===== src/rtl/dmem_arb_pkg.sv =====
// Shared types and constants for the data-memory arbiter between the ARM core and the VGA fetch port.
// Optional statistics counters are enabled by defining DMEM_ARB_STATS_EN.
package dmem_arb_pkg;

    typedef enum logic {
        ARB_CPU   = 1'b0,
        ARB_FORCE = 1'b1
    } arb_state_t;

    typedef enum logic [1:0] {
        OWN_NONE = 2'd0,
        OWN_CPU  = 2'd1,
        OWN_VGA  = 2'd2
    } owner_t;

    localparam logic [31:0] STAT_MAX = 32'hFFFF_FFFF;

    // Saturating increment used by the statistics counters.
    function automatic logic [31:0] sat_inc(input logic [31:0] val, input logic en);
        if (en && (val != STAT_MAX)) begin
            return val + 32'd1;
        end
        return val;
    endfunction

endpackage


===== src/rtl/dmem_arb_wait_ctr.sv =====
// Counts consecutive VGA cycles lost to the CPU; hit flags the loss that must trigger a forced grant.
module dmem_arb_wait_ctr
    import dmem_arb_pkg::*;
#(
    parameter int MAX_WAIT = 4
) (
    input  logic clk,
    input  logic reset,
    input  logic lose,
    input  logic clr,
    output logic hit
);

    localparam int CNT_W = $clog2(MAX_WAIT + 1);
    localparam logic [CNT_W-1:0] LAST_CNT = CNT_W'(MAX_WAIT - 1);
    localparam logic [CNT_W-1:0] MAX_CNT  = CNT_W'(MAX_WAIT);

    logic [CNT_W-1:0] cnt_q;
    logic [CNT_W-1:0] cnt_d;

    always_comb begin
        cnt_d = cnt_q;
        if (clr) begin
            cnt_d = '0;
        end else if (lose && (cnt_q != MAX_CNT)) begin
            cnt_d = cnt_q + 1'b1;
        end
    end

    always_ff @(posedge clk) begin
        if (!reset) begin
            cnt_q <= '0;
        end else begin
            cnt_q <= cnt_d;
        end
    end

    // With MAX_WAIT=1 LAST_CNT is 0, so every lost cycle forces the next one.
    assign hit = lose && (cnt_q >= LAST_CNT);

endmodule


===== src/rtl/dmem_arbiter.sv =====
// Shares the single data_memory port between the CPU (default owner) and the VGA framebuffer fetch port.
// Define DMEM_ARB_STATS_EN to add saturating CPU-owner / VGA-grant / stall cycle counters.
module dmem_arbiter
    import dmem_arb_pkg::*;
#(
    parameter int                ADDR_W   = 32,
    parameter int                DATA_W   = 32,
    parameter logic [ADDR_W-1:0] FB_BASE  = 'h0000_0100,
    parameter int                MAX_WAIT = 4
) (
    input  logic              clk,
    input  logic              reset,
    input  logic              cpu_re,
    input  logic              cpu_we,
    input  logic [ADDR_W-1:0] cpu_addr,
    input  logic [DATA_W-1:0] cpu_wdata,
    output logic [DATA_W-1:0] cpu_rdata,
    output logic              cpu_stall,
    input  logic              vga_req,
    input  logic [ADDR_W-1:0] vga_addr,
    output logic              vga_gnt,
    output logic              vga_rvalid,
    output logic [DATA_W-1:0] vga_rdata,
    output logic              mem_we,
    output logic [ADDR_W-1:0] mem_addr,
    output logic [DATA_W-1:0] mem_wdata,
    input  logic [DATA_W-1:0] mem_rdata
`ifdef DMEM_ARB_STATS_EN
    ,
    output logic [31:0]       stat_cpu_cnt,
    output logic [31:0]       stat_vga_cnt,
    output logic [31:0]       stat_stall_cnt
`endif
);

    arb_state_t        state_q;
    arb_state_t        state_d;
    owner_t            owner;
    logic              cpu_acc;
    logic              vga_lose;
    logic              vga_clr;
    logic              force_hit;
    logic              vga_rvalid_q;
    logic [DATA_W-1:0] vga_rdata_q;

    assign cpu_acc = cpu_re | cpu_we;

    // Ownership and stall; reset forces the port idle so no write or grant escapes.
    always_comb begin
        owner     = OWN_NONE;
        cpu_stall = 1'b0;
        case (state_q)
            ARB_CPU: begin
                if (cpu_acc) begin
                    owner = OWN_CPU;
                end else if (vga_req) begin
                    owner = OWN_VGA;
                end
            end
            ARB_FORCE: begin
                if (vga_req) begin
                    owner = OWN_VGA;
                end
                cpu_stall = cpu_acc;
            end
            default: begin
                owner = OWN_NONE;
            end
        endcase
        if (!reset) begin
            owner     = OWN_NONE;
            cpu_stall = 1'b0;
        end
    end

    assign vga_gnt  = (owner == OWN_VGA);
    assign vga_lose = vga_req & ~vga_gnt;
    assign vga_clr  = ~vga_req | vga_gnt;

    dmem_arb_wait_ctr #(
        .MAX_WAIT (MAX_WAIT)
    ) u_wait_ctr (
        .clk   (clk),
        .reset (reset),
        .lose  (vga_lose),
        .clr   (vga_clr),
        .hit   (force_hit)
    );

    // A forced cycle is always exactly one cycle long, granted or not.
    always_comb begin
        state_d = state_q;
        case (state_q)
            ARB_CPU: begin
                if (force_hit) begin
                    state_d = ARB_FORCE;
                end
            end
            ARB_FORCE: begin
                state_d = ARB_CPU;
            end
            default: begin
                state_d = ARB_CPU;
            end
        endcase
    end

    always_ff @(posedge clk) begin
        if (!reset) begin
            state_q <= ARB_CPU;
        end else begin
            state_q <= state_d;
        end
    end

    // Port mux; VGA offsets wrap modulo 2^ADDR_W.
    always_comb begin
        mem_we    = 1'b0;
        mem_addr  = '0;
        mem_wdata = '0;
        case (owner)
            OWN_CPU: begin
                mem_we    = cpu_we;
                mem_addr  = cpu_addr;
                mem_wdata = cpu_wdata;
            end
            OWN_VGA: begin
                mem_addr = FB_BASE + vga_addr;
            end
            default: begin
                mem_we = 1'b0;
            end
        endcase
    end

    assign cpu_rdata = (owner == OWN_CPU) ? mem_rdata : '0;

    always_ff @(posedge clk) begin
        if (!reset) begin
            vga_rvalid_q <= 1'b0;
            vga_rdata_q  <= '0;
        end else begin
            vga_rvalid_q <= vga_gnt;
            if (vga_gnt) begin
                vga_rdata_q <= mem_rdata;
            end
        end
    end

    assign vga_rvalid = vga_rvalid_q;
    assign vga_rdata  = vga_rdata_q;

`ifdef DMEM_ARB_STATS_EN
    logic [2:0] stat_evt;

    assign stat_evt = {cpu_stall, vga_gnt, (owner == OWN_CPU)};

    generate
        for (genvar gi = 0; gi < 3; gi++) begin : g_stat
            logic [31:0] cnt_q;
            always_ff @(posedge clk) begin
                if (!reset) begin
                    cnt_q <= '0;
                end else begin
                    cnt_q <= sat_inc(cnt_q, stat_evt[gi]);
                end
            end
        end
    endgenerate

    assign stat_cpu_cnt   = g_stat[0].cnt_q;
    assign stat_vga_cnt   = g_stat[1].cnt_q;
    assign stat_stall_cnt = g_stat[2].cnt_q;
`endif

endmodule


===== config.mk =====
export PLATFORM = sky130hd
export DESIGN_NAME = dmem_arbiter
export DESIGN_NICKNAME = d
export VERILOG_FILES = /design/src/rtl/dmem_arb_pkg.sv /design/src/rtl/dmem_arb_wait_ctr.sv /design/src/rtl/dmem_arbiter.sv
export SDC_FILE = /design/constraint.sdc
export NUM_CORES = 1
export LEC_CHECK = 0
export ABC_CLOCK_PERIOD_IN_PS = 2700
export CAP_MARGIN = 40
export CORE_ASPECT_RATIO = 1.4
export CORE_MARGIN = 5
export CORE_UTILIZATION = 28
export CTS_CLUSTER_DIAMETER = 40
export DETAILED_ROUTE_END_ITERATION = 10
export MAX_ROUTING_LAYER = met4
export PLACE_DENSITY = 0.78
export REMOVE_ABC_BUFFERS = 1
export SLEW_MARGIN = 10
export SYNTH_ARGS = -nofsm -noshare
export SYNTH_HDL_FRONTEND = slang
export SYNTH_SLANG_ARGS = --single-unit

===== constraint.sdc =====
create_clock -name clk -period 2.7 [get_ports clk]
set_input_delay 0.54 -clock clk [delete_from_list [all_inputs] [get_ports clk]]
set_output_delay 0.54 -clock clk [all_outputs]
set_load 0.02 [all_outputs]

==> metrics.txt <==
Num CTS Buffers=5; Sw Share=0.299; CP Class=input pin to primary output; RSZ-0062 raised after global routing=true; Hold Crit Depth=2; top post-synthesis cells by area=dfxtp_1, and2_1, mux2i_1; Psw=approximately 550 µW; Syn. warnings=0; skew final=~0.0039 ns; Worst-Margin Slew=about 0.29 ns; # IOs=265; grt total ovfl=0; gpl congestion=0.829; vias=around 3,800; Final Critical Period=roughly 2.7 ns; Final Hold Fails=0; Clock Tree Root=clkbuf_16; Die X-Extent=approximately 95 µm; commonest non-fill, non-tap cell in the layout=clkdlybuf4s50_1; fin. max-slew vios=0; most frequent cells in the layout=clkdlybuf4s50_1, dlygate4sd2_1, and2_1, buf_4, dfxtp_1; Clock power frac=0.304; # nets final=807; Max Cap Violations=0; CP required=about 2.2 ns; mean number of vias per cell=about 4.7; Combinational Power Share=0.392; clk sink count=37; clock-pin slew on the worst setup and hold paths=~0.05 ns; Cell Area, Synth=approximately 0.0028 mm²; P&R area growth vs syn=122%; startpoint types=input pin; Synth Area per Inst=around 8 µm²; wire per inst=between 15 and 20 µm; Hold WC Path Type=flop to flop; worst reg2reg path depth=7; Final ANT Viol Nets=0; core area=approximately 0.0098 mm²; post-synth top area share=0.263; share of cells above drive strength 1=0.214; n_diodes=0; total power=roughly 1800 µW; power density cells=a little under 300 mW/mm²; post-synthesis cell type count=38; largest net degree at the start of global routing=38; # setup viols final=2; CP Capture Type=primary output; vias in the first global route=between 4,000 and 5,000; HPWL Detailed=11.2 mm; internal power component=around 1300 µW; largest area contributor in the netlist=dfxtp_1; leakage power=between 0.002 and 0.003 µW; fin crit share=1.01; die area=about 0.012 mm²; Flop pwr share=0.304; pre-CTS setup slack=-0.962 ns; drt drc=0; Max VDD drop=about 0.36 mV; IO Port Bufs=264; Starting DRT DRC Count=about 120; top fanout value on the critical path=4; post-synthesis register bit count=37; H-tree Lvls=2; CTS tree=built; final worst slack=-0.0327 ns; Seq/Total Area, Yosys=0.263; Slew HR=0.805; failing checks=setup timing; final WL=approximately 14 mm; GRT Total Usage=0.224; Initial Util=0.286; Worst-Skew Late Latency=about 0.28 ns; arrival time worst endpoint=between 2 and 2.5 ns; status=finished with violations; Fmax=366 MHz; num rows=43; initial antenna violation count=0; first-pass GRT wire length=20.8 mm; Die Y=~130 µm; TritonRoute pass-1 iters=6; Mapped Cells=about 360; Clock Path Buffers=2
worst max-delay path, stage by stage:
cell and delay, ns:
buf_8 0.08, nand4_4 0.10, or4_4 0.60, buf_6 0.15, or4_4 0.51, nand3_2 0.09, buf_6 0.11
metrics by stage:
step / instance area (µm²) / setup TNS [ns] / hold slack, ns / cells / utilization
floorplan: 2690 / -26.84 / 0.450 / 328 / -
global placement: 5880 / -59.87 / 0.486 / 776 / 0.597
detailed placement: 5880 / -61.12 / 0.500 / 776 / 0.597
CTS: 6120 / -0.0662 / 0.506 / 799 / 0.622
global route: 6250 / -0.296 / 0.542 / 803 / 0.635
finish: 6250 / -0.0474 / 0.504 / 803 / 0.635
final timing paths:
| kind | startpoint | endpoint | slack [ns] |
|---|---|---|---|
| worst min register to register | u_wait_ctr.cnt_q[1] | u_wait_ctr.cnt_q[1] | 0.50 |
| worst max-delay path | vga_addr[13] | mem_addr[23] | -0.03 |
| worst min-delay path | u_wait_ctr.cnt_q[1] | u_wait_ctr.cnt_q[1] | 0.50 |
| worst max register to register | state_q | vga_rdata[27] | 1.00 |
timing repair:
action | 4_1_cts | 5_1_grt
hold buffers | 0 | 0
resized for setup | 265 | 61
pin swaps | 18 | 12
buffers inserted | 14 | 4
endpoints found under the setup margin | 98 | 40
gates cloned | 1 | 0
power groups by stage:
stage / combinational (µW) / sequential, µW / clock [µW]
CTS: 715 / 563 / 580
global route: 773 / 564 / 598
finish: 725 / 563 / 562
global placement: 724 / 574 / 0
floorplan: 246 / 584 / 0
detailed placement: 732 / 574 / 0
logic make-up after synthesis:
kind of cell,count (synthesis),share of synthesized area
and+or+nand+nor,186,0.380
AOI/OAI and AO/OA,47,0.123
DFF,37,0.263
buffers and inverters,36,0.0570
muxes,32,0.114
xor gates and xnor gates,10,0.0312
adders and majority gates,7,0.0312
cell usage after synthesis:
cell type,count
nand3b_1,1
and4_1,1
a22oi_1,12
nor2_1,21
dlygate4sd1_1,1
o211a_1,2
buf_2,1
xor2_1,1
xnor2_1,9
a211o_1,2
o311a_1,3
and2b_2,2
ha_1,7
nand4_1,4
o311a_2,1
nor2b_1,32
buf_6,2
or4_4,2
buf_4,1
nand3_2,1
a221o_1,4
o21a_1,2
nand2_1,23
inv_1,9
nand4_4,1
a21oi_1,5
nand3_1,12
dfxtp_1,37
and2_1,66
a211oi_1,1
nor3_1,11
nand2b_1,2
nor4_1,2
o21ai_0,9
o211ai_1,6
clkbuf_1,22
mux2i_1,32
or4_1,5
sequential cells by signal, indices dropped and copies added, names as in the netlist:
name / count
vga_rdata: 32
state_q: 1
vga_rvalid: 1
u_wait_ctr.cnt_q: 3
routing by layer:
layer / track usage / vias to the layer above / routed length, µm / share of wire
met5: - / - / 0 / 0
met4: 0.0705 / 0 / 294 / 0.021
met3: 0.0632 / 30 / 1210 / 0.087
met2: 0.404 / 204 / 7390 / 0.53
met1: 0.232 / 1729 / 5110 / 0.36
li1: - / 1842 / - / -
layout make-up:
type / count / area (µm²)
Clock buffer: 6 / 129
Fill cell: 875 / 3600
Clock inverter: 2 / 10.0
Tap cell: 135 / 169
Timing Repair Buffer: 331 / 3120
Sequential cell: 37 / 742
Multi-Input combinational cell: 283 / 2040
Inverter: 9 / 33.8
Power figures use the tool's default switching activity.
